### src/rtl/serial_bus_arbiter.sv
// Round-robin bus arbiter: level requests, registered one-hot grant held for
// the whole tenure, and a watchdog that evicts and locks out stalled masters.
module serial_bus_arbiter #(
    parameter int N_MASTERS = 2,
    parameter int IDX_W     = 1,
    parameter int TIMEOUT   = 255
) (
    input  logic                 clk,
    input  logic                 reset,
    input  logic [N_MASTERS-1:0] req,
    input  logic                 xfer_done,
    output logic [N_MASTERS-1:0] grant,
    output logic [IDX_W-1:0]     grant_idx,
    output logic                 bus_busy,
    output logic                 timeout,
    output logic [1:0]           dbg_state_o
);

    localparam logic [1:0] S_IDLE    = 2'd0;
    localparam logic [1:0] S_BUSY    = 2'd1;
    localparam logic [1:0] S_RELEASE = 2'd2;

    localparam logic [7:0]       TMO_LIMIT = 8'(TIMEOUT);
    localparam logic [IDX_W-1:0] LAST_IDX  = IDX_W'(N_MASTERS - 1);

    logic [1:0]           state_q, state_d;
    logic [N_MASTERS-1:0] grant_q, grant_d;
    logic [IDX_W-1:0]     idx_q, idx_d;
    logic                 busy_q, busy_d;
    logic                 timeout_q, timeout_d;
    logic [7:0]           cnt_q, cnt_d;
    logic [IDX_W-1:0]     rr_q, rr_d;
    logic [N_MASTERS-1:0] lock_q, lock_d;

    logic [N_MASTERS-1:0] elig;
    logic                 sel_found;
    logic [IDX_W-1:0]     sel_idx;
    logic [IDX_W-1:0]     cand_idx;

    // Candidate index at a given distance above the round-robin pointer, wrapped.
    function automatic logic [IDX_W-1:0] rr_cand(input logic [IDX_W-1:0] base, input int off);
        int p;
        p = int'(base) + off;
        if (p >= N_MASTERS) p = p - N_MASTERS;
        return IDX_W'(p);
    endfunction

    always_comb begin
        elig      = req & ~lock_q;
        sel_found = 1'b0;
        sel_idx   = '0;
        cand_idx  = '0;
        for (int k = 0; k < N_MASTERS; k++) begin
            cand_idx = rr_cand(rr_q, k);
            if (!sel_found && elig[cand_idx]) begin
                sel_found = 1'b1;
                sel_idx   = cand_idx;
            end
        end
    end

    always_comb begin
        state_d   = state_q;
        grant_d   = grant_q;
        idx_d     = idx_q;
        busy_d    = busy_q;
        timeout_d = 1'b0;
        cnt_d     = cnt_q;
        rr_d      = rr_q;
        // A master that lets go of its request is forgiven immediately.
        lock_d    = lock_q & req;

        case (state_q)
            S_IDLE: begin
                if (sel_found) begin
                    grant_d = N_MASTERS'(1) << sel_idx;
                    idx_d   = sel_idx;
                    busy_d  = 1'b1;
                    rr_d    = (sel_idx == LAST_IDX) ? '0 : sel_idx + 1'b1;
                    cnt_d   = 8'd0;
                    state_d = S_BUSY;
                end
            end
            S_BUSY: begin
                if (!req[idx_q]) begin
                    grant_d = '0;
                    busy_d  = 1'b0;
                    state_d = S_RELEASE;
                end else if (xfer_done) begin
                    cnt_d = 8'd0;
                end else if (cnt_q == TMO_LIMIT) begin
                    grant_d       = '0;
                    busy_d        = 1'b0;
                    timeout_d     = 1'b1;
                    lock_d[idx_q] = 1'b1;
                    state_d       = S_RELEASE;
                end else if (cnt_q != 8'hFF) begin
                    cnt_d = cnt_q + 8'd1;
                end
            end
            S_RELEASE: begin
                state_d = S_IDLE;
            end
            default: begin
                state_d = S_IDLE;
                grant_d = '0;
                busy_d  = 1'b0;
            end
        endcase
    end

    always_ff @(posedge clk or negedge reset) begin
        if (!reset) begin
            state_q   <= S_IDLE;
            grant_q   <= '0;
            idx_q     <= '0;
            busy_q    <= 1'b0;
            timeout_q <= 1'b0;
            cnt_q     <= 8'd0;
            rr_q      <= '0;
            lock_q    <= '0;
        end else begin
            state_q   <= state_d;
            grant_q   <= grant_d;
            idx_q     <= idx_d;
            busy_q    <= busy_d;
            timeout_q <= timeout_d;
            cnt_q     <= cnt_d;
            rr_q      <= rr_d;
            lock_q    <= lock_d;
        end
    end

    assign grant       = grant_q;
    assign grant_idx   = idx_q;
    assign bus_busy    = busy_q;
    assign timeout     = timeout_q;
    assign dbg_state_o = state_q;

endmodule

### config.mk
export PLATFORM = sky130hd
export DESIGN_NAME = serial_bus_arbiter
export DESIGN_NICKNAME = d
export VERILOG_FILES = /design/src/rtl/serial_bus_arbiter.sv
export SDC_FILE = /design/constraint.sdc
export NUM_CORES = 1
export LEC_CHECK = 0
export CORE_MARGIN = 3
export CORE_UTILIZATION = 47
export DETAILED_ROUTE_END_ITERATION = 16
export PLACE_DENSITY_LB_ADDON = 0.1
export SYNTH_ARGS = -nofsm -noshare
export SYNTH_HDL_FRONTEND = slang
export SYNTH_SLANG_ARGS = --single-unit
### constraint.sdc
create_clock -name clk -period 1.55 [get_ports clk]
set_input_delay 0.31 -clock clk [delete_from_list [all_inputs] [get_ports clk]]
set_output_delay 0.31 -clock clk [all_outputs]
set_load 0.05 [all_outputs]
[After elaboration in Yosys (flattened, before gate mapping)]
Cells that the tools add are included.
Word-level totals
  bits in registers: 18
  latch bits: 0
  memory bits (writable): 0
  bits in read-only memories: 0
  input bits: 5
  output and inout port bits: 7
  logic and storage cells: 88
  memories: 0
Operators by class
  add/sub/neg operators: 5
  multipliers: 0
  div/mod/pow operators: 0
  $lt $le $gt $ge: 6
  equality and inequality tests: 10
  shifts and indexed selects: 1
  mux-type cells: 44
  bitwise logic cells: 5
  reduce and logical (&&, ||, !) cells: 9
Operators with widths (number)
  $mux W8: 5
  $mux W2: 12
  $mux W1: 22
  $pmux W8 S2: 1
  $ne A3 B3 Y1 const B: 4
  $add A8 B1 Y8 const B: 1
  $eq A8 B8 Y1 const B: 1
  $ne A8 B8 Y1 const B: 1
  $lt A1 B2 Y1 const B: 3
  $pmux W2 S3: 1
  $reduce_and A5 Y1: 1
  $and A2 B2 Y2: 2
  $ne A2 B2 Y1 const B: 2
  $pmux W2 S2: 1
  $reduce_and A4 Y1: 1
  $pmux W1 S3: 1
  $reduce_and A3 Y1: 1
  $add A1 B1 Y2 const B: 1
  $eq A2 B1 Y1 const B: 1
  $eq A2 B2 Y1 const B: 1
  $ge A1 B2 Y1 const B: 1
  $ge A2 B2 Y1 const B: 1
  $logic_and A1 B1 Y1: 2
  $logic_not A2 Y1: 1
  11 further kinds: 12

[Logic depth before layout (Yosys ltp)]
Gate-level depths: netlist of run 1.
  depth in word-level cells: 11
  gate-level depth with buffers: 6
  mapped depth without buffers: 5

[Worst setup path after synthesis of run 1]
No wires, ideal clock.
  path type: register to register
  start point: register idx_q, in the netlist grant_idx
  end point: register cnt_q[1]
  library setup time: 0.125 ns
  arrival time: 1.714 ns
  data required time: 1.425 ns
  path slack: -0.289 ns
  stages on the path, launching flop included: 6
  path buffers: 1
  clock period less this slack: 1.839 ns
  cell sequence: dfrtp_1 mux2i_1 nor2_1 a21bo_2 buf_2 mux2i_1
Between the ends
  cells in the longest elaborated chain, start to end: 4
RTL lines
  start, declared: line 28  | logic [IDX_W-1:0] idx_q, idx_d;
  start signal, assigned: line 125  | idx_q <= idx_d;
  $mux W1 (not written as such) (2 in series): line 85  | if (!req[idx_q]) begin
  $ne A2 B2 Y1 (no source line)
  $reduce_and A5 Y1 (no source line)
  end signal, assigned: line 128  | cnt_q <= cnt_d;
  end, declared: line 31  | logic [7:0] cnt_q, cnt_d;
No other way between the ends. The select of a mux whose other input is x is not followed.
A chain may end at the register's enable or synchronous reset.

[Worst setup path after layout of run 1]
  start point: register cnt_q[1]
  end point: register cnt_q[3]
Between the ends
  cells in the longest elaborated chain, start to end: 6
  elaborated cells on any way between the ends: 11
  those cells by class: add/sub: 1; eq/ne: 4; mux: 5; reduce/logical: 1
RTL lines
  $add A8 B1 Y8: line 98  | cnt_d = cnt_q + 8'd1;
  $mux W8: line 97  | end else if (cnt_q != 8'hFF) begin
  $mux W8: line 91  | end else if (cnt_q == TMO_LIMIT) begin
  $mux W8: line 89  | end else if (xfer_done) begin
  $mux W8: line 85
  $pmux W8 S2: line 73  | case (state_q)
Parallel ways exist; a longest one is shown, timed or not. The select of a mux whose other input is x is not followed.

==> impl_metrics.yaml, run 1 <==
status:
  status: "finished, violations left"
  failed_checks: "setup timing"
timing:
  finalHoldViolations: 0
  relSlewSlack_pct: 74.8
  max_freq_ghz: 0.597
  fin_skew_ps: 12.2
  slew_violations: 0
  hold_ws_ps: 336
  rsz0062_at_grt: "true"
  fin_crit_sh_pct: 108
  period_needed_ps: 1680
  setup_viol: 6
  worstMarginPinSlew_ps: 375
  setup_slack_ps: -126
  tns_ps: -498
logic_synthesis:
  postSynthNetCount: 95
  avgSynthCellArea_um2: 9.97
  synth_top_flop_cell: "dfrtp_1"
  synth_warnings: 0
  ys_seq_area_share_pct: 50.8
  syn_area_um2: 887
  synth.distinct_cells: 31
  synth_edf_count: 0
  synthArstFlopShare_pct: 100
  ys_seq_elements: 18
  synthCells: 89
placed_design:
  dp_cells: 143
  hpwl_mm: 1.57
  portBuffers: 11
  gp_congestion: 0.780
critical_path:
  arrival_ps: 1890
  cp-start-kind: "flop"
  rr_worst_depth: 7
  cp_data_required_time_ps: 1760
  cp_max_fo: 3
  worstSetupPathType: "reg -> reg"
  end_kind: "flop"
route:
  ant_nets: 0
  drt_iter0_markers: 32
  vias: 834
  first_pass_iters: 4
  drcViolationCount: 0
  wl_mm: 2.24
  detail_route.wl_per_cell_um: 14.8
  via_per_inst: 5.52
cts:
  clock_sinks: 18
  cts-root-buf: "clkbuf_4"
  numCtsBuffers: 3
  clk_transition_reported_paths_ps: 110
  cts_tree: "built"
  cts_max_level: 1
  clock_path_buffers: 2
  hold_buffers: 0
  clk_latency_ps: 300
floorplanning:
  die_h_um: 49.4
  start_util_pct: 50.8
  die-area_um2: 2440
  core_um2: 1750
  fp.dieW_um: 49.4
  io_pins: 12
  rows: 15
power_and_ir_drop:
  comb_power_share_pct: 56.6
  p_leak_nw: 0.610
  switching_power_mw: 0.894
  p_clk_share_pct: 11.2
  p_int_mw: 1.29
  power_mw: 2.19
  switching_share_pct: 40.9
  power_density_nw_per_um2: 1630
  share_seq_of_total_power_pct: 32.2
  peakVddDrop_v: 0.00100
min_path:
  hold_path.class: "in -> async"
flow_run:
  drv_cap: 0
layout:
  insertedDiodeCount: 0
  final_common_cell: "buf_4"
  drive_gt1_share_pct: 40.5
  syn_to_final_growth_pct: 51.2
  final_cell_mix: "26 x buf_4, 15 x dfrtp_1, 10 x nand2_1, 7 x nor2_1"
  final_nets: 133
  final_cells: 151
global_routing:
  grt_pass1_vias: 855
  antenna_found_initial: 0
  grt_first_pass_wirelength_mm: 3.69
  grt_use_total_pct: 20.2
  grt_max_degree: 19
  grt-ovfl-total: 0
[power by group through the flow]
stage | Combinational, mW | Sequential (mW) | Clock [mW]
after floorplan | 0.369 | 0.949 | 0
final | 1.24 | 0.704 | 0.246
after CTS | 1.21 | 0.703 | 0.250
after global routing | 1.31 | 0.718 | 0.278
after global placement | 1.14 | 0.708 | 0
after detailed placement | 1.16 | 0.713 | 0
[stage by stage]
step	worst slack [ps]	cell area, µm²	utilization [%]
finish	-126	1340	76.8
global route	-236	1340	76.8
CTS	-64.9	1310	75.2
detailed placement	-423	1250	71.6
global placement	-359	1250	71.6
floorplan	-71.5	910	-
[synthesized netlist by cell type (2+ instances only)]
cell / n / area (µm²)
dfrtp_1: 18 / 450
nand2b_1: 3 / 18.8
a31oi_1: 6 / 37.5
mux2i_1: 3 / 30.0
inv_1: 4 / 15.0
or3_2: 2 / 15.0
a21o_1: 2 / 15.0
nand2_1: 11 / 41.3
nor3_1: 2 / 10.0
nand3_1: 4 / 20.0
a21oi_1: 6 / 30.0
o21ai_0: 3 / 15.0
nor2_1: 7 / 26.3
[critical path, stage by stage, from the launching register on]
cell and delay [ps]:
dfrtp_1 410, ha_2 190, and4b_4 200, a2111oi_4 310, buf_4 190, buf_4 110, a21oi_1 50, a31oi_1 140
[cell type report]
type	instances	area [µm²]
Fill cell	118	404
Clock buffer	4	26.3
Inverter	4	15.0
Tap cell	25	31.3
Timing Repair Buffer	36	358
Multi-Input combinational cell	64	457
Sequential cell	18	454
[repair_timing]
action	CTS	global route
setup buffers	3	1
gates resized for setup	2	6
setup endpoints to repair	11	14
pin swaps	5	4
endpoints found under the hold margin	0	0
[state kept, by name, indices dropped and copies added, names as in the netlist]
name,count
dbg_state_o,2
grant_idx,1
rr_q,1
bus_busy,1
grant,2
lock_q,2
cnt_q,8
timeout,1
[routing by layer]
| layer | share of wire (%) | vias up | track usage (%) |
|---|---|---|---|
| li1 | - | 399 | - |
| met1 | 39 | 412 | 22.7 |
| met2 | 56 | 21 | 36.2 |
| met3 | 4.1 | 2 | 3.98 |
| met4 | 0.76 | 0 | 9.68 |
| met5 | 0 | - | 0 |
[final timing paths]
path,endpoint,slack [ps],startpoint
min in group clk,lock_q[0],370,req[0]
setup reg to reg,cnt_q[3],-130,cnt_q[1]
hold reg to reg,cnt_q[6],490,cnt_q[6]
hold / removal,grant_idx,340,reset
max in group asynchronous,dbg_state_o[1],990,reset
setup / recovery,cnt_q[3],-130,cnt_q[1]
[cell families (layout without fill, tap and decap cells)]
group                    Yosys count  after routing  share of synthesized area (%)
multiplexers                       3              3                           3.39
buffers and inverters              7             44                           3.10
AND/OR/NAND/NOR                   34             34                           19.6
flip-flops                        18             18                           50.8
adder cells (fa/ha/maj)            1              1                           1.41
AO/OA/AOI/OAI                     26             26                           21.7
Note: power is estimated with default switching activity, not from simulation.
==> run 2, diff against run 1 <==
--- a/config.mk
+++ b/config.mk
@@ -5,8 +5,10 @@
 export SDC_FILE = /design/constraint.sdc
 export NUM_CORES = 1
 export LEC_CHECK = 0
+export CELL_PAD_IN_SITES_DETAIL_PLACEMENT = 1
+export CELL_PAD_IN_SITES_GLOBAL_PLACEMENT = 2
 export CORE_MARGIN = 3
-export CORE_UTILIZATION = 47
+export CORE_UTILIZATION = 30
 export DETAILED_ROUTE_END_ITERATION = 16
 export PLACE_DENSITY_LB_ADDON = 0.1
 export SYNTH_ARGS = -nofsm -noshare
==> run 2 against run 1 <==
The flow still finishes with violations (setup timing). Utilization shrank 26 points. Non-clock buffer count is 1 higher. Via count increased by 2.5%. Combinational power up 9.7%. Die area grew 49%. First-iteration DRC count fell by 63%. Critical path depth stayed put. Sequential share of layout area shrank 1.9 points. Count of clock-buffer cells in the layout is the same. Worst hold slack got worse by 3.7 ps. Sequential cell count did not move.
==> impl_metrics.yaml, run 2 (synthesized netlist as in run 1, its figures left out) <==
timing:
  fin_crit_sh_pct: 102
  max_freq_ghz: 0.633
  relSlewSlack_pct: 75.3
  worstMarginPinSlew_ps: 367
  period_needed_ps: 1580
  tns_ps: -72.1
  rsz0062_at_grt: "true"
  fin_skew_ps: 3.47
  setup_viol: 4
  slew_violations: 0
  setup_slack_ps: -30.7
  finalHoldViolations: 0
global_routing:
  grt_first_pass_wirelength_mm: 3.88
  grt-ovfl-total: 0
  grt_pass1_vias: 869
  grt_use_total_pct: 14.5
  grt_max_degree: 19
  antenna_found_initial: 0
critical_path:
  arrival_ps: 1800
  worstSetupPathType: "reg -> reg"
  critical-path-max-stage-delay_ps: 400
  cp_cell_sequence: "ha_2 > and4b_4 > a2111oi_4 > buf_6 > buf_6 > inv_2 > mux2i_1"
  cp-start-kind: "flop"
  end_kind: "flop"
  cp_data_required_time_ps: 1770
  cp_common_cell: "buf_6"
  cp_max_fo: 6
  cp_slowest_cell: "dfrtp_1"
cts:
  cts_tree: "built"
  cts_max_level: 1
  clk_latency_ps: 290
  clock_sinks: 18
  numCtsBuffers: 3
  clock_path_buffers: 2
  clk_transition_reported_paths_ps: 110
  cts-root-buf: "clkbuf_4"
power_and_ir_drop:
  power_density_nw_per_um2: 1660
  peakVddDrop_v: 0.000905
  p_leak_nw: 0.640
floorplanning:
  die-area_um2: 3650
  core_um2: 2780
  fp.dieW_um: 60.4
  rows: 19
  die_h_um: 60.4
  start_util_pct: 31.9
  io_pins: 12
layout:
  regMostFlops: "cnt_q"
  final_cell_mix: "25 x buf_4, 15 x dfrtp_1, 9 x nand2_1, 6 x nor2_1, 6 x buf_12"
  fillerInstances: 310
  insertedDiodeCount: 0
  syn_to_final_growth_pct: 60.1
  final_common_cell: "buf_4"
  final_cells: 159
  drive_gt1_share_pct: 46.1
  largest_register_ffs: 8
  final_nets: 135
placed_design:
  gp_congestion: 0.759
  dp_cells: 152
  portBuffers: 11
  hpwl_mm: 1.68
route:
  first_pass_iters: 4
  drt_iter0_markers: 12
  wl_mm: 2.38
  vias: 855
  detail_route.wl_per_cell_um: 15.0
  ant_nets: 0
  via_per_inst: 5.38
  drcViolationCount: 0
status:
  status: "finished, violations left"
  failed_checks: "setup timing"
flow_run:
  drv_cap: 0
min_path:
  hold_path.class: "in -> async"
## run 2: area by class of cell
class | count | area, µm² | share of cell area, %
Clock buffer | 4 | 36.3 | 2.56
Inverter | 4 | 15.0 | 1.06
Timing Repair Buffer | 37 | 369 | 26.0
Sequential cell | 18 | 454 | 32.0
Tap cell | 31 | 38.8 | 2.73
Multi-Input combinational cell | 65 | 507 | 35.7
## run 2: worst paths after layout
path	depth (start not counted)	start	to	slack, ps
max in group asynchronous	2	reset	dbg_state_o[1]	1000
worst max-delay path	7	cnt_q[0]	cnt_q[0]	-30
min in group clk	3	req[0]	lock_q[0]	490
worst min register to register	1	cnt_q[7]	cnt_q[7]	520
worst min-delay path	2	reset	grant_idx	330
worst max register to register	7	cnt_q[0]	cnt_q[0]	-30
## run 2: worst max-delay path, delay by kind of cell, from the launching register on
family | cells | cell delay, ps
flip-flops | 1 | 400
adder cells (fa/ha/maj) | 1 | 200
multiplexers | 1 | 120
AND/OR/NAND/NOR | 1 | 190
AO/OA/AOI/OAI | 1 | 300
buffers and inverters | 3 | 300
## run 2: per-stage QoR
stage	area, µm²	util, %	worst slack [ps]	hold slack (ps)	total power, mW
floorplan	910	-	-71.5	14.4	1.32
global placement	1280	46.0	-428	483	1.93
detailed placement	1280	46.0	-421	492	1.94
CTS	1350	48.7	-37.8	336	2.28
global route	1420	51.1	-160	339	2.48
finish	1420	51.1	-30.7	332	2.35
## run 2: timing repair
| item | CTS | global route |
|---|---|---|
| gates resized for setup | 7 | 13 |
| pin swaps | 6 | 5 |
| cloned | 0 | 1 |
| hold buffers | 0 | 0 |
| buffers inserted | 2 | 1 |
| endpoints found under the setup margin | 12 | 12 |
## run 2: where the power goes
group / internal (mW) / leakage [nW] / switching, mW
logic: 0.674 / 0.385 / 0.687
clock network: 0.143 / 0.0210 / 0.152
registers: 0.585 / 0.235 / 0.111
total: 1.40 / 0.640 / 0.949
## run 2: per-layer routing
layer | global-route usage [%] | share of wire, %
met3 | 2.55 | 3.1
met2 | 27.0 | 54
met1 | 16.2 | 40
met5 | 0 | 0
met4 | 5.70 | 1.8
